[src/rtl/line_buffer_pkg.sv]
// Shared defaults and types for the dual-write-port line assembly buffer.
package line_buffer_pkg;

    localparam int DATA_WIDTH_D      = 32;
    localparam int WORDS_PER_ENTRY_D = 16;
    localparam int NUM_ENTRIES_D     = 4;

    typedef logic [DATA_WIDTH_D-1:0]                   word_t;
    typedef logic [WORDS_PER_ENTRY_D*DATA_WIDTH_D-1:0] line_t;
    typedef logic [WORDS_PER_ENTRY_D-1:0]              mask_t;
    typedef logic [$clog2(NUM_ENTRIES_D)-1:0]          eidx_t;

endpackage

[src/rtl/line_cq_fifo.sv]
// Completion-order queue of entry indices: two ordered push ports, one pop.
// An entry is only ever enqueued once, so the occupancy never exceeds DEPTH;
// the count still saturates as a guard.
module line_cq_fifo
    import line_buffer_pkg::*;
#(
    parameter  int DEPTH = NUM_ENTRIES_D,
    localparam int IDX_W = $clog2(DEPTH)
)(
    input  logic             clk,
    input  logic             rst_n,
    input  logic             flush,
    input  logic             push1,
    input  logic [IDX_W-1:0] push_idx1,
    input  logic             push2,
    input  logic [IDX_W-1:0] push_idx2,
    input  logic             pop,
    output logic             valid,
    output logic [IDX_W-1:0] head
);

    localparam int CNT_W = IDX_W + 2;

    logic [IDX_W-1:0] slot_r [DEPTH];
    logic [IDX_W-1:0] rd_r;
    logic [IDX_W-1:0] wr_r;
    logic [IDX_W-1:0] wr2_s;
    logic [CNT_W-1:0] count_r;
    logic [CNT_W-1:0] sum_s;
    logic [CNT_W-1:0] count_nxt_s;
    logic             valid_r;
    logic             pop_ok_s;

    // Next occupancy: pushes minus an accepted pop, saturating at DEPTH.
    always_comb begin
        pop_ok_s = pop & valid_r;
        wr2_s    = wr_r + IDX_W'(push1);
        sum_s    = count_r + CNT_W'(push1) + CNT_W'(push2) - CNT_W'(pop_ok_s);
        if (flush) begin
            count_nxt_s = {CNT_W{1'b0}};
        end else if (sum_s > CNT_W'(DEPTH)) begin
            count_nxt_s = CNT_W'(DEPTH);
        end else begin
            count_nxt_s = sum_s;
        end
    end

    // Slot storage, pointers and occupancy; port 1 lands ahead of port 2.
    always_ff @(posedge clk or negedge rst_n) begin
        if (!rst_n) begin
            for (int i = 0; i < DEPTH; i++) begin
                slot_r[i] <= {IDX_W{1'b0}};
            end
            rd_r    <= {IDX_W{1'b0}};
            wr_r    <= {IDX_W{1'b0}};
            count_r <= {CNT_W{1'b0}};
            valid_r <= 1'b0;
        end else if (flush) begin
            rd_r    <= {IDX_W{1'b0}};
            wr_r    <= {IDX_W{1'b0}};
            count_r <= {CNT_W{1'b0}};
            valid_r <= 1'b0;
        end else begin
            if (push1) begin
                slot_r[wr_r] <= push_idx1;
            end
            if (push2) begin
                slot_r[wr2_s] <= push_idx2;
            end
            wr_r    <= wr_r + IDX_W'(push1) + IDX_W'(push2);
            rd_r    <= rd_r + IDX_W'(pop_ok_s);
            count_r <= count_nxt_s;
            valid_r <= (count_nxt_s != {CNT_W{1'b0}});
        end
    end

    assign valid = valid_r;
    assign head  = slot_r[rd_r];

endmodule

[src/rtl/line_buffer_dp.sv]
// Multi-entry line assembly buffer with two write ports. Entries fill word by
// word; a full entry is queued in completion order and presented whole on a
// valid/ready output. The pop frees the entry for refilling.
module line_buffer_dp
    import line_buffer_pkg::*;
#(
    parameter  int DATA_WIDTH      = DATA_WIDTH_D,
    parameter  int WORDS_PER_ENTRY = WORDS_PER_ENTRY_D,
    parameter  int NUM_ENTRIES     = NUM_ENTRIES_D,
    localparam int WIDX_W          = $clog2(WORDS_PER_ENTRY),
    localparam int EIDX_W          = $clog2(NUM_ENTRIES)
)(
    input  logic                                  clk,
    input  logic                                  rst_n,
    input  logic                                  flush,
    input  logic                                  w_en,
    input  logic [EIDX_W-1:0]                     entry_index,
    input  logic [WIDX_W-1:0]                     word_index,
    input  logic [DATA_WIDTH-1:0]                 w_data,
    input  logic                                  w_en2,
    input  logic [EIDX_W-1:0]                     entry_index2,
    input  logic [WIDX_W-1:0]                     word_index2,
    input  logic [DATA_WIDTH-1:0]                 w_data2,
    output logic                                  out_valid,
    input  logic                                  out_ready,
    output logic [EIDX_W-1:0]                     out_entry,
    output logic [WORDS_PER_ENTRY*DATA_WIDTH-1:0] r_data,
    output logic                                  collision,
    output logic                                  wr_drop
);

    localparam int LINE_W = WORDS_PER_ENTRY * DATA_WIDTH;

    logic [NUM_ENTRIES-1:0] full_s;
    logic [NUM_ENTRIES-1:0] done_s;
    logic [LINE_W-1:0]      lines_s [NUM_ENTRIES];
    logic                   wr1_act_s;
    logic                   wr2_act_s;
    logic                   coll_s;
    logic                   drop_s;
    logic                   wr1_ok_s;
    logic                   wr2_ok_s;
    logic                   pop_s;
    logic                   push1_s;
    logic                   push2_s;
    logic                   valid_s;
    logic [EIDX_W-1:0]      head_s;
    logic                   collision_r;
    logic                   wr_drop_r;

    // Qualify both write ports: flush cancels, port 1 wins a same-word tie,
    // writes into a pending (full) entry are discarded.
    always_comb begin
        wr1_act_s = w_en & ~flush;
        wr2_act_s = w_en2 & ~flush;
        coll_s    = wr1_act_s & wr2_act_s & (entry_index == entry_index2)
                    & (word_index == word_index2);
        wr1_ok_s  = wr1_act_s & ~full_s[entry_index];
        wr2_ok_s  = wr2_act_s & ~coll_s & ~full_s[entry_index2];
        drop_s    = (wr1_act_s & full_s[entry_index])
                    | (wr2_act_s & ~coll_s & full_s[entry_index2]);
        pop_s     = valid_s & out_ready & ~flush;
    end

    // Enqueue entries whose mask becomes full this edge, port 1 first and a
    // jointly completed entry only once.
    always_comb begin
        push1_s = wr1_ok_s & done_s[entry_index];
        push2_s = wr2_ok_s & done_s[entry_index2]
                  & ~(wr1_ok_s & (entry_index == entry_index2));
    end

    for (genvar e = 0; e < NUM_ENTRIES; e++) begin : g_entry
        logic [WORDS_PER_ENTRY-1:0] mask_r;
        logic [WORDS_PER_ENTRY-1:0] mask_nxt_s;
        logic [WORDS_PER_ENTRY-1:0] set_s;
        logic                       hit1_s;
        logic                       hit2_s;
        logic                       clr_s;
        logic [LINE_W-1:0]          line_s;

        // Per-entry mask update: flush or pop clears, accepted writes set bits.
        always_comb begin
            hit1_s     = wr1_ok_s & (entry_index == EIDX_W'(e));
            hit2_s     = wr2_ok_s & (entry_index2 == EIDX_W'(e));
            clr_s      = flush | (pop_s & (head_s == EIDX_W'(e)));
            set_s      = (hit1_s ? ({{(WORDS_PER_ENTRY-1){1'b0}}, 1'b1} << word_index)
                                 : {WORDS_PER_ENTRY{1'b0}})
                       | (hit2_s ? ({{(WORDS_PER_ENTRY-1){1'b0}}, 1'b1} << word_index2)
                                 : {WORDS_PER_ENTRY{1'b0}});
            mask_nxt_s = clr_s ? {WORDS_PER_ENTRY{1'b0}} : (mask_r | set_s);
        end

        assign full_s[e] = &mask_r;
        assign done_s[e] = ~(&mask_r) & (&mask_nxt_s);

        // Word-valid mask register for this entry.
        always_ff @(posedge clk or negedge rst_n) begin
            if (!rst_n) begin
                mask_r <= {WORDS_PER_ENTRY{1'b0}};
            end else begin
                mask_r <= mask_nxt_s;
            end
        end

        for (genvar w = 0; w < WORDS_PER_ENTRY; w++) begin : g_word
            logic [DATA_WIDTH-1:0] word_r;
            logic                  we1_s;
            logic                  we2_s;

            assign we1_s = hit1_s & (word_index == WIDX_W'(w));
            assign we2_s = hit2_s & (word_index2 == WIDX_W'(w));

            // Data word storage; contents are meaningless until the mask bit is set.
            always_ff @(posedge clk) begin
                if (we1_s) begin
                    word_r <= w_data;
                end else if (we2_s) begin
                    word_r <= w_data2;
                end
            end

            assign line_s[w*DATA_WIDTH +: DATA_WIDTH] = word_r;
        end

        assign lines_s[e] = line_s;
    end

    line_cq_fifo #(
        .DEPTH (NUM_ENTRIES)
    ) u_cq (
        .clk       (clk),
        .rst_n     (rst_n),
        .flush     (flush),
        .push1     (push1_s),
        .push_idx1 (entry_index),
        .push2     (push2_s),
        .push_idx2 (entry_index2),
        .pop       (pop_s),
        .valid     (valid_s),
        .head      (head_s)
    );

    // One-cycle status pulses for the previous edge's port conflicts.
    always_ff @(posedge clk or negedge rst_n) begin
        if (!rst_n) begin
            collision_r <= 1'b0;
            wr_drop_r   <= 1'b0;
        end else if (flush) begin
            collision_r <= 1'b0;
            wr_drop_r   <= 1'b0;
        end else begin
            collision_r <= coll_s;
            wr_drop_r   <= drop_s;
        end
    end

    assign out_valid = valid_s;
    assign out_entry = head_s;
    assign r_data    = lines_s[head_s];
    assign collision = collision_r;
    assign wr_drop   = wr_drop_r;

endmodule

[config.mk]
export PLATFORM = sky130hd
export DESIGN_NAME = line_buffer_dp
export DESIGN_NICKNAME = d
export VERILOG_FILES = /design/src/rtl/line_buffer_pkg.sv /design/src/rtl/line_cq_fifo.sv /design/src/rtl/line_buffer_dp.sv
export SDC_FILE = /design/constraint.sdc
export NUM_CORES = 2
export LEC_CHECK = 0
export ABC_AREA = 1
export BUFFER_PORTS_ARGS = -buffer_cell sky130_fd_sc_hd__buf_4
export CAP_MARGIN = 10
export CELL_PAD_IN_SITES_DETAIL_PLACEMENT = 1
export CELL_PAD_IN_SITES_GLOBAL_PLACEMENT = 1
export CORE_ASPECT_RATIO = 2
export CORE_UTILIZATION = 40
export CTS_BUF_LIST = sky130_fd_sc_hd__clkbuf_4 sky130_fd_sc_hd__clkbuf_8 sky130_fd_sc_hd__clkbuf_16
export DETAILED_ROUTE_END_ITERATION = 7
export HOLD_SLACK_MARGIN = 0.12
export PLACE_DENSITY_LB_ADDON = 0.1
export SKIP_CTS_REPAIR_TIMING = 1
export SLEW_MARGIN = 0
export SYNTH_ARGS = -nofsm -noshare
export SYNTH_HDL_FRONTEND = slang
export SYNTH_HIERARCHICAL = 1
export SYNTH_SLANG_ARGS = --single-unit
[constraint.sdc]
create_clock -name clk -period 8.1 [get_ports clk]
set_input_delay 0 -clock clk [delete_from_list [all_inputs] [get_ports clk]]
set_output_delay 0 -clock clk [all_outputs]
set_load 0.01 [all_outputs]
# Yosys cells after proc, flatten, opt, wreduce, memory -nomap -nowiden
# Index checks and enable logic that the tools add are counted.
# word_totals
wordCells	574
register_bits	2131
out_inout_bits	517
inputBits	82
# classes
mux	171
order_cmp	9
add_sub_neg	6
bitwise_logic	187
n_eq_ne	41
reduce_logical	80
n_shift	2
# op_table
op	count
32-bit 2-to-1 mux	128
512-bit binary-select mux with 2-bit select	1
512-bit 2-to-1 mux	2
16-bit 2-to-1 mux	12
1-bit bitwise AND	161
16-bit OR	8
16-bit AND reduction	8
2-bit nonzero test	64
4-bit == test (second input constant)	16
4-bit by 3-bit == test with 1-bit output (second input constant)	8
1-bit by 4-bit << shifter with 16-bit output (first input constant)	2
8-bit 2-to-1 mux	3
8-bit bitwise mux	2
4-bit by 2-bit == test with 1-bit output (second input constant)	4
2-bit == test (second input constant)	6
3-bit greater-or-equal comparator (second input constant)	4
2-bit 2-to-1 mux	6
4-bit 2-to-1 mux	3
2-bit NOT with 3-bit output	4
1-bit NOT	9
4-bit by 1-bit adder with 4-bit output	2
1-bit binary-select mux with 2-bit select	4
2-bit demux with 2-bit select	2
4-bit by 1-bit == test with 1-bit output (second input constant)	2
15 further kinds	35

# Depth between registers and ports, before layout
# depth
depth_word	26
ltp_mapped	29
depth_no_buf	29

# Cells and area by module
# Netlist, hierarchy kept.
# by_module_without_submodules
module	instances	area_per_inst_um2	cells_per_inst	seq_area_each_um2
line_buffer_dp	1	98575.8	9776	63150.6
line_cq_fifo	1	1146.1	162	425.4

# Worst setup path before layout
# Ideal clock, no wire load.
# synth_path
path_kind	reg2reg
from	register g_entry[3].mask_r[0]
to	register u_cq.valid_r, in the netlist u_cq/valid
setup_slack_ns	3.782
arrival_ns	4.192
setup_time_ns	0.127
n_path_buf	0
period_less_slack_ns	4.318
stages_incl_launch_ff	28
t_required_ns	7.973
path_cell_list	dfrtp_1 > nand2_1 > nor2_1 > nand2_1 > nor2_1 > nand2_1 > nand2_1 > nor2_2 > nand2_1 > nor2_1 > nand2_1 > nand2_1 > o21ai_0 > inv_1 > nand2_1 > o21ai_0 > nand3_1 > nor2_1 > inv_1 > ha_1 > inv_1 > fa_1 > inv_1 > fa_1 > nand2_1 > nand3_1 > nand4_1 > nand3_1
# synth_via
elab_chain_len	23
word_cells_on_any_way	63
classes_between	3 x add/sub; 1 x order compare; 23 x mux; 30 x bitwise; 6 x reduce/logical
# synth_rtl
element	line_no	text
start: declaration	line_buffer_dp.sv:74	logic [WORDS_PER_ENTRY-1:0] mask_r;
start signal: assignment	line_buffer_dp.sv:100	mask_r <= {WORDS_PER_ENTRY{1'b0}};
start signal: assignment	line_buffer_dp.sv:102	mask_r <= mask_nxt_s;
16-bit AND reduction (*)	line_buffer_dp.sv:94	assign full_s[e] = &mask_r;
1-bit binary-select mux with 2-bit select, on equally long branches	line_buffer_dp.sv:58, line_buffer_dp.sv:59	
1-bit 2-to-1 mux, on equally long branches	line_buffer_dp.sv:58, line_buffer_dp.sv:59	
1-bit NOT, on equally long branches	line_buffer_dp.sv:58, line_buffer_dp.sv:59	
1-bit bitwise AND, on equally long branches	line_buffer_dp.sv:58, line_buffer_dp.sv:59	
1-bit bitwise AND, on equally long branches	line_buffer_dp.sv:84, line_buffer_dp.sv:85	
16-bit 2-to-1 mux, on equally long branches	line_buffer_dp.sv:87, line_buffer_dp.sv:89	
16-bit OR (*)	line_buffer_dp.sv:89	| (hit2_s ? ({{(WORDS_PER_ENTRY-1){1'b0}}, 1'b1} << word_index2)
[... 2 more ...]	n/a	
net g_entry[1].mask_nxt_s[0]	line_buffer_dp.sv:75	logic [WORDS_PER_ENTRY-1:0] mask_nxt_s;
[... 6 more ...]	n/a	
net push2_s	line_buffer_dp.sv:45	logic push2_s;
4-bit by 1-bit adder with 4-bit output (*)	line_cq_fifo.sv:38	sum_s = count_r + CNT_W'(push1) + CNT_W'(push2) - CNT_W'(pop_ok_s);
4-bit by 1-bit subtractor with 4-bit output (*)	line_cq_fifo.sv:38	
4-bit by 3-bit greater-than comparator with 1-bit output	line_cq_fifo.sv:41	end else if (sum_s > CNT_W'(DEPTH)) begin
4-bit 2-to-1 mux (*)	line_cq_fifo.sv:41	
4-bit 2-to-1 mux (*)	line_cq_fifo.sv:39	if (flush) begin
4-bit nonzero test (*)	line_cq_fifo.sv:73	valid_r <= (count_nxt_s != {CNT_W{1'b0}});
1-bit 2-to-1 mux (*)	line_cq_fifo.sv:58	end else if (flush) begin
end signal: assignment	line_cq_fifo.sv:73	
end: declaration	line_cq_fifo.sv:31	logic valid_r;
# The timed path passes the listed nets; every way through them passes the cells marked *. The select of a mux whose other input is x is not followed.
# A chain may end at the register's enable or synchronous reset.

# Final worst setup path
# layout_path
from	input port word_index2[2]
to	register u_cq.valid_r, in the netlist u_cq/valid
# layout_via
elab_chain_len	23
word_cells_on_any_way	49
classes_between	3 x add/sub; 1 x order compare; 1 x eq/ne; 1 x shift; 15 x mux; 23 x bitwise; 5 x reduce/logical
# layout_rtl
element	line_no	text
start: declaration	line_buffer_dp.sv:22	input logic [WIDX_W-1:0] word_index2,
4-bit == test	line_buffer_dp.sv:57	& (word_index == word_index2);
1-bit bitwise AND	line_buffer_dp.sv:57	
1-bit NOT	line_buffer_dp.sv:59	wr2_ok_s = wr2_act_s & ~coll_s & ~full_s[entry_index2];
1-bit bitwise AND (2 in series)	line_buffer_dp.sv:59	
1-bit bitwise AND	line_buffer_dp.sv:85	hit2_s = wr2_ok_s & (entry_index2 == EIDX_W'(e));
16-bit 2-to-1 mux (*)	line_buffer_dp.sv:89	
16-bit OR (*)	line_buffer_dp.sv:89	
16-bit OR (*)	line_buffer_dp.sv:91	mask_nxt_s = clr_s ? {WORDS_PER_ENTRY{1'b0}} : (mask_r | set_s);
[... 1 more ...]	n/a	
net g_entry[1].mask_nxt_s[0]	line_buffer_dp.sv:75	
[... 6 more ...]	n/a	
net push2_s	line_buffer_dp.sv:45	
4-bit by 1-bit adder with 4-bit output (*)	line_cq_fifo.sv:38	
4-bit by 1-bit subtractor with 4-bit output (*)	line_cq_fifo.sv:38	
4-bit by 3-bit greater-than comparator with 1-bit output	line_cq_fifo.sv:41	
4-bit 2-to-1 mux (*)	line_cq_fifo.sv:41	
4-bit 2-to-1 mux (*)	line_cq_fifo.sv:39	
4-bit nonzero test (*)	line_cq_fifo.sv:73	
1-bit 2-to-1 mux (*)	line_cq_fifo.sv:58	
# Marked as above.

==> tab_implementation.tex <==
\begin{tabular}{lr}
\hline
Metric & Value \\
\hline
\multicolumn{2}{l}{\textbf{Drt}} \\
\quad DR vias/cell & 5.99 \\
\quad Final routed wirelength across all metal layers & approximately 400000 um \\
\quad Number of routed nets with antenna violations & 0 \\
\quad Pre-Repair DR Iteration Count & 5 \\
\quad Count of vias placed by the detailed router & 80102 \\
\quad \# DRC & 0 \\
\quad Wire length per cell & between 20 and 30 um \\
\quad Initial detailed-routing violation count & around 7000 \\
\multicolumn{2}{l}{\textbf{Global routing}} \\
\quad Maximum number of pins on one net before global-route repair & 105 \\
\quad Via count of the first global-routing pass & between 80000 and 90000 \\
\quad First-pass GRT wire length & 573000 um \\
\quad Initial antenna violation count & 7 \\
\quad Total global routing track utilization & 0.312 \\
\quad Total global routing overflow & 0 \\
\multicolumn{2}{l}{\textbf{Clock network}} \\
\quad Cell at the root of the clock tree & sky130\_fd\_sc\_hd\_\_clkbuf\_16 \\
\quad Clock network latency to the later pin of the worst-skew pair & 0.89 ns \\
\quad TritonCTS clock tree & done \\
\quad H-tree levels & 4 \\
\quad CTS Sinks & 2131 \\
\quad Maximum number of buffers from clock root to sink & 4 \\
\quad Clock edge transition at the registers on the reported setup and hold paths & roughly 0.070 ns \\
\quad Number of CTS-inserted buffers & 205 \\
\multicolumn{2}{l}{\textbf{Floorplan}} \\
\quad Cell Rows & approximately 260 \\
\quad I/O pin count & 599 \\
\quad Vertical die dimension & 708 um \\
\quad Starting Density & 0.403 \\
\quad Area of the die & between 200000 and 300000 sq um \\
\quad Horiz. Die Dim & 355 um \\
\quad Core area & around 250000 sq um \\
\multicolumn{2}{l}{\textbf{Synthesis}} \\
\quad Synth Warn \# & 6 \\
\quad Net count after synthesis & 10028 \\
\quad Synth Area per Inst & $\sim$10 sq um \\
\quad Cell count after synthesis & 9938 \\
\quad Count of state elements after synthesis & 2131 \\
\quad Sequential fraction of the synthesis area & 0.638 \\
\quad Main combinational cell family by area after synthesis & compound AO/OA/AOI/OAI gates \\
\quad Area share of and/or/nand/nor cells after synthesis & 0.142 \\
\quad Mux contribution to synthesized area & 0 \\
\quad Distinct cell type count of the synthesized netlist & 31 \\
\quad Complex-gate fraction of the synthesized area & 0.168 \\
\quad Netlist area before placement & 99700 sq um \\
\quad Parity-gate share of the synthesized area counting xor and xnor cells & 0.000176 \\
\quad Synthesized-area fraction occupied by adder cells & 0.00115 \\
\multicolumn{2}{l}{\textbf{Worst setup path}} \\
\quad Critical path data arrival time & 7.62 ns \\
\quad Number of cells on the critical path & 31 \\
\quad Critical path required time & just under 9 ns \\
\quad Buffering stage count on the worst path with inverters included & 11 \\
\quad Max incr delay on CP & 0.57 ns \\
\quad Worst setup path category & in -> reg \\
\quad Max stage delay cell, worst path & sky130\_fd\_sc\_hd\_\_dlygate4sd3\_1 \\
\quad Endpoint class of the critical path & flop \\
\quad CP top delay family & buffers and inverters \\
\quad Launching element type of the critical path & primary input \\
\quad Maximum fanout along the worst path & 57 \\
\quad Depth of the worst register-to-register path & 29 \\
\multicolumn{2}{l}{\textbf{Cells and area}} \\
\quad Most frequent standard cell in the layout excluding fill and tap cells & sky130\_fd\_sc\_hd\_\_nand2\_1 \\
\quad Post-Route Utilization & 0.458 \\
\quad Highest-count cells in the layout ignoring fill and taps & sky130\_fd\_sc\_hd\_\_nand2\_1 (2983), sky130\_fd\_sc\_hd\_\_o21ai\_0 (2062), sky130\_fd\_sc\_hd\_\_edfxtp\_1 (2048) \\
\quad Count of fill cells added during filler insertion & 27140 \\
\quad Ratio of cells with drive above 1 in the final layout & 0.123 \\
\quad Final instance area & 113000 sq um \\
\quad Synth-to-Final Area Change & 13.6\% \\
\quad Footprint of the multi-input gates & around 31000 sq um \\
\quad Seq. cell area & 63600 sq um \\
\quad Net count of the finished layout & 10063 \\
\multicolumn{2}{l}{\textbf{Timing}} \\
\quad Final critical-path share of the clock period & 0.848 \\
\quad Remaining max-slew budget at the tightest pin & 0.229 \\
\quad Total negative slack for setup checks & 0 ns \\
\quad Total count of hold-check failures in the final report & 0 \\
\quad Final setup viols & 0 \\
\quad Worst clock skew on the final layout & 0.0301 ns \\
\quad Unrepaired setup endpoints after global routing & false \\
\quad Least-Margin Pin Slew & 1.16 ns \\
\quad Min Clock Period, post-route & about 6.9 ns \\
\quad Number of slew-limit violations in the final report & 0 \\
\quad Fmax achieved & roughly 150 MHz \\
\multicolumn{2}{l}{\textbf{Min path}} \\
\quad Hold crit path type & in -> reg \\
\quad Hold Path Depth & 4 \\
\multicolumn{2}{l}{\textbf{Pwr}} \\
\quad Leakage component of the power & 44.3 nW \\
\quad Power per unit of standard cell area & 260 nW/um\^{}2 \\
\quad Maximum vdd drop & 0.315 mV \\
\multicolumn{2}{l}{\textbf{Placement}} \\
\quad Detailed Place HPWL & 248000 um \\
\quad Cell area after placement & 106000 sq um \\
\quad Number of buffer cells added on primary ports & 598 \\
\quad GPL Wtd Cong & 0.899 \\
\multicolumn{2}{l}{\textbf{Run status}} \\
\quad Result of the run & completed \\
\multicolumn{2}{l}{\textbf{Job}} \\
\quad Max-Cap Viols & 0 \\
\hline
\end{tabular}
-- through the flow --
step	cells	total power [mW]	hold WS (ns)	setup slack (ns)
6_report	13367	29.5	0.108	1.23
5_1_grt	13366	30.4	0.129	0.927
4_1_cts	13235	29.6	-0.889	1.82
3_5_place_dp	12886	20.3	0.0691	2.37
3_3_place_gp	12886	20.2	0.0513	2.37
2_1_floorplan	9938	15.9	-0.296	3.78
-- area by class of cell --
type / count / area share
inverters: 188 / 0.00636
multi-input cells: 6494 / 0.276
clock buffers: 261 / 0.0497
flip-flops and latches: 2131 / 0.561
repair buffers: 953 / 0.0663
clock inverters: 88 / 0.00505
diodes: 2 / 0.0000442
well taps: 3250 / 0.0359
-- power by group --
part           switching, mW  internal [mW]  total [mW]  leakage, nW
Combinational           5.31           2.56        7.86         21.7
Clock                   4.35           5.07        9.42         3.10
Sequential            0.0381           12.2        12.2         19.6
Total                   9.69           19.8        29.5         44.3
-- worst paths after layout --
check / start / endpoint / slack, ns
worst min-delay path: w_data2[25] / g_entry[0].g_word[4].word_r[25] / 0.11
worst max-delay path: word_index2[2] / u_cq/valid / 1.23
min in group asynchronous: rst_n / u_cq/count_r[3] / 0.29
worst max register to register: g_entry[2].mask_r[4] / u_cq/valid / 2.46
worst min register to register: u_cq/slot_r[5] / u_cq/slot_r[5] / 0.52
max in group asynchronous: rst_n / g_entry[3].mask_r[5] / 7.17
-- tightest hold or removal path, cell delays in order --
cell and delay [ns]:
sky130_fd_sc_hd__dlygate4sd3_1 0.55, sky130_fd_sc_hd__buf_4 0.18, sky130_fd_sc_hd__nand2_1 0.06, sky130_fd_sc_hd__o21ai_0 0.06
-- layer usage --
metal,global-route usage,vias up,wire length (um)
li1,-,35142,-
met1,0.362,41258,149000
met2,0.566,2873,207000
met3,0.0453,827,24500
met4,0.133,2,19000
met5,0,-,10
-- state kept, by name (all words and copies together), names as in the netlist --
| signal | count |
|---|---|
| u_cq/rd_r | 2 |
| g_entry.g_word.word_r | 2048 |
| wr_drop | 1 |
| u_cq/wr_r | 2 |
| g_entry.mask_r | 64 |
| u_cq/valid | 1 |
| collision | 1 |
| u_cq/slot_r | 8 |
| u_cq/count_r | 4 |
-- Yosys cell counts (all sizes together) --
cell,instances,share of area
o21ai,2064,0.10
dfrtp,83,0.021
a21oi,6,0.00030
inv,156,0.0059
nand2,3062,0.12
or2,1,0.000063
nand4,104,0.0065
o31ai,1,0.000075
clkbuf,871,0.033
xnor2,2,0.00018
a22oi,834,0.063
o211ai,8,0.00060
fa,2,0.00040
ha,6,0.00075
nor2,115,0.0045
nand3b,42,0.0032
o22ai,2,0.00013
o21bai,2,0.00015
edfxtp,2048,0.62
clkinv,32,0.0012
nand3,242,0.012
buf,254,0.012
conb,1,0.000038
-- kinds of logic after synthesis --
logic type,Yosys count
xor+xnor,2
buf+inv,1313
compound gates,2917
fa+ha+maj,8
flops,2131
other cells,1
simple gates,3566
(Power assumes the default switching activity.)
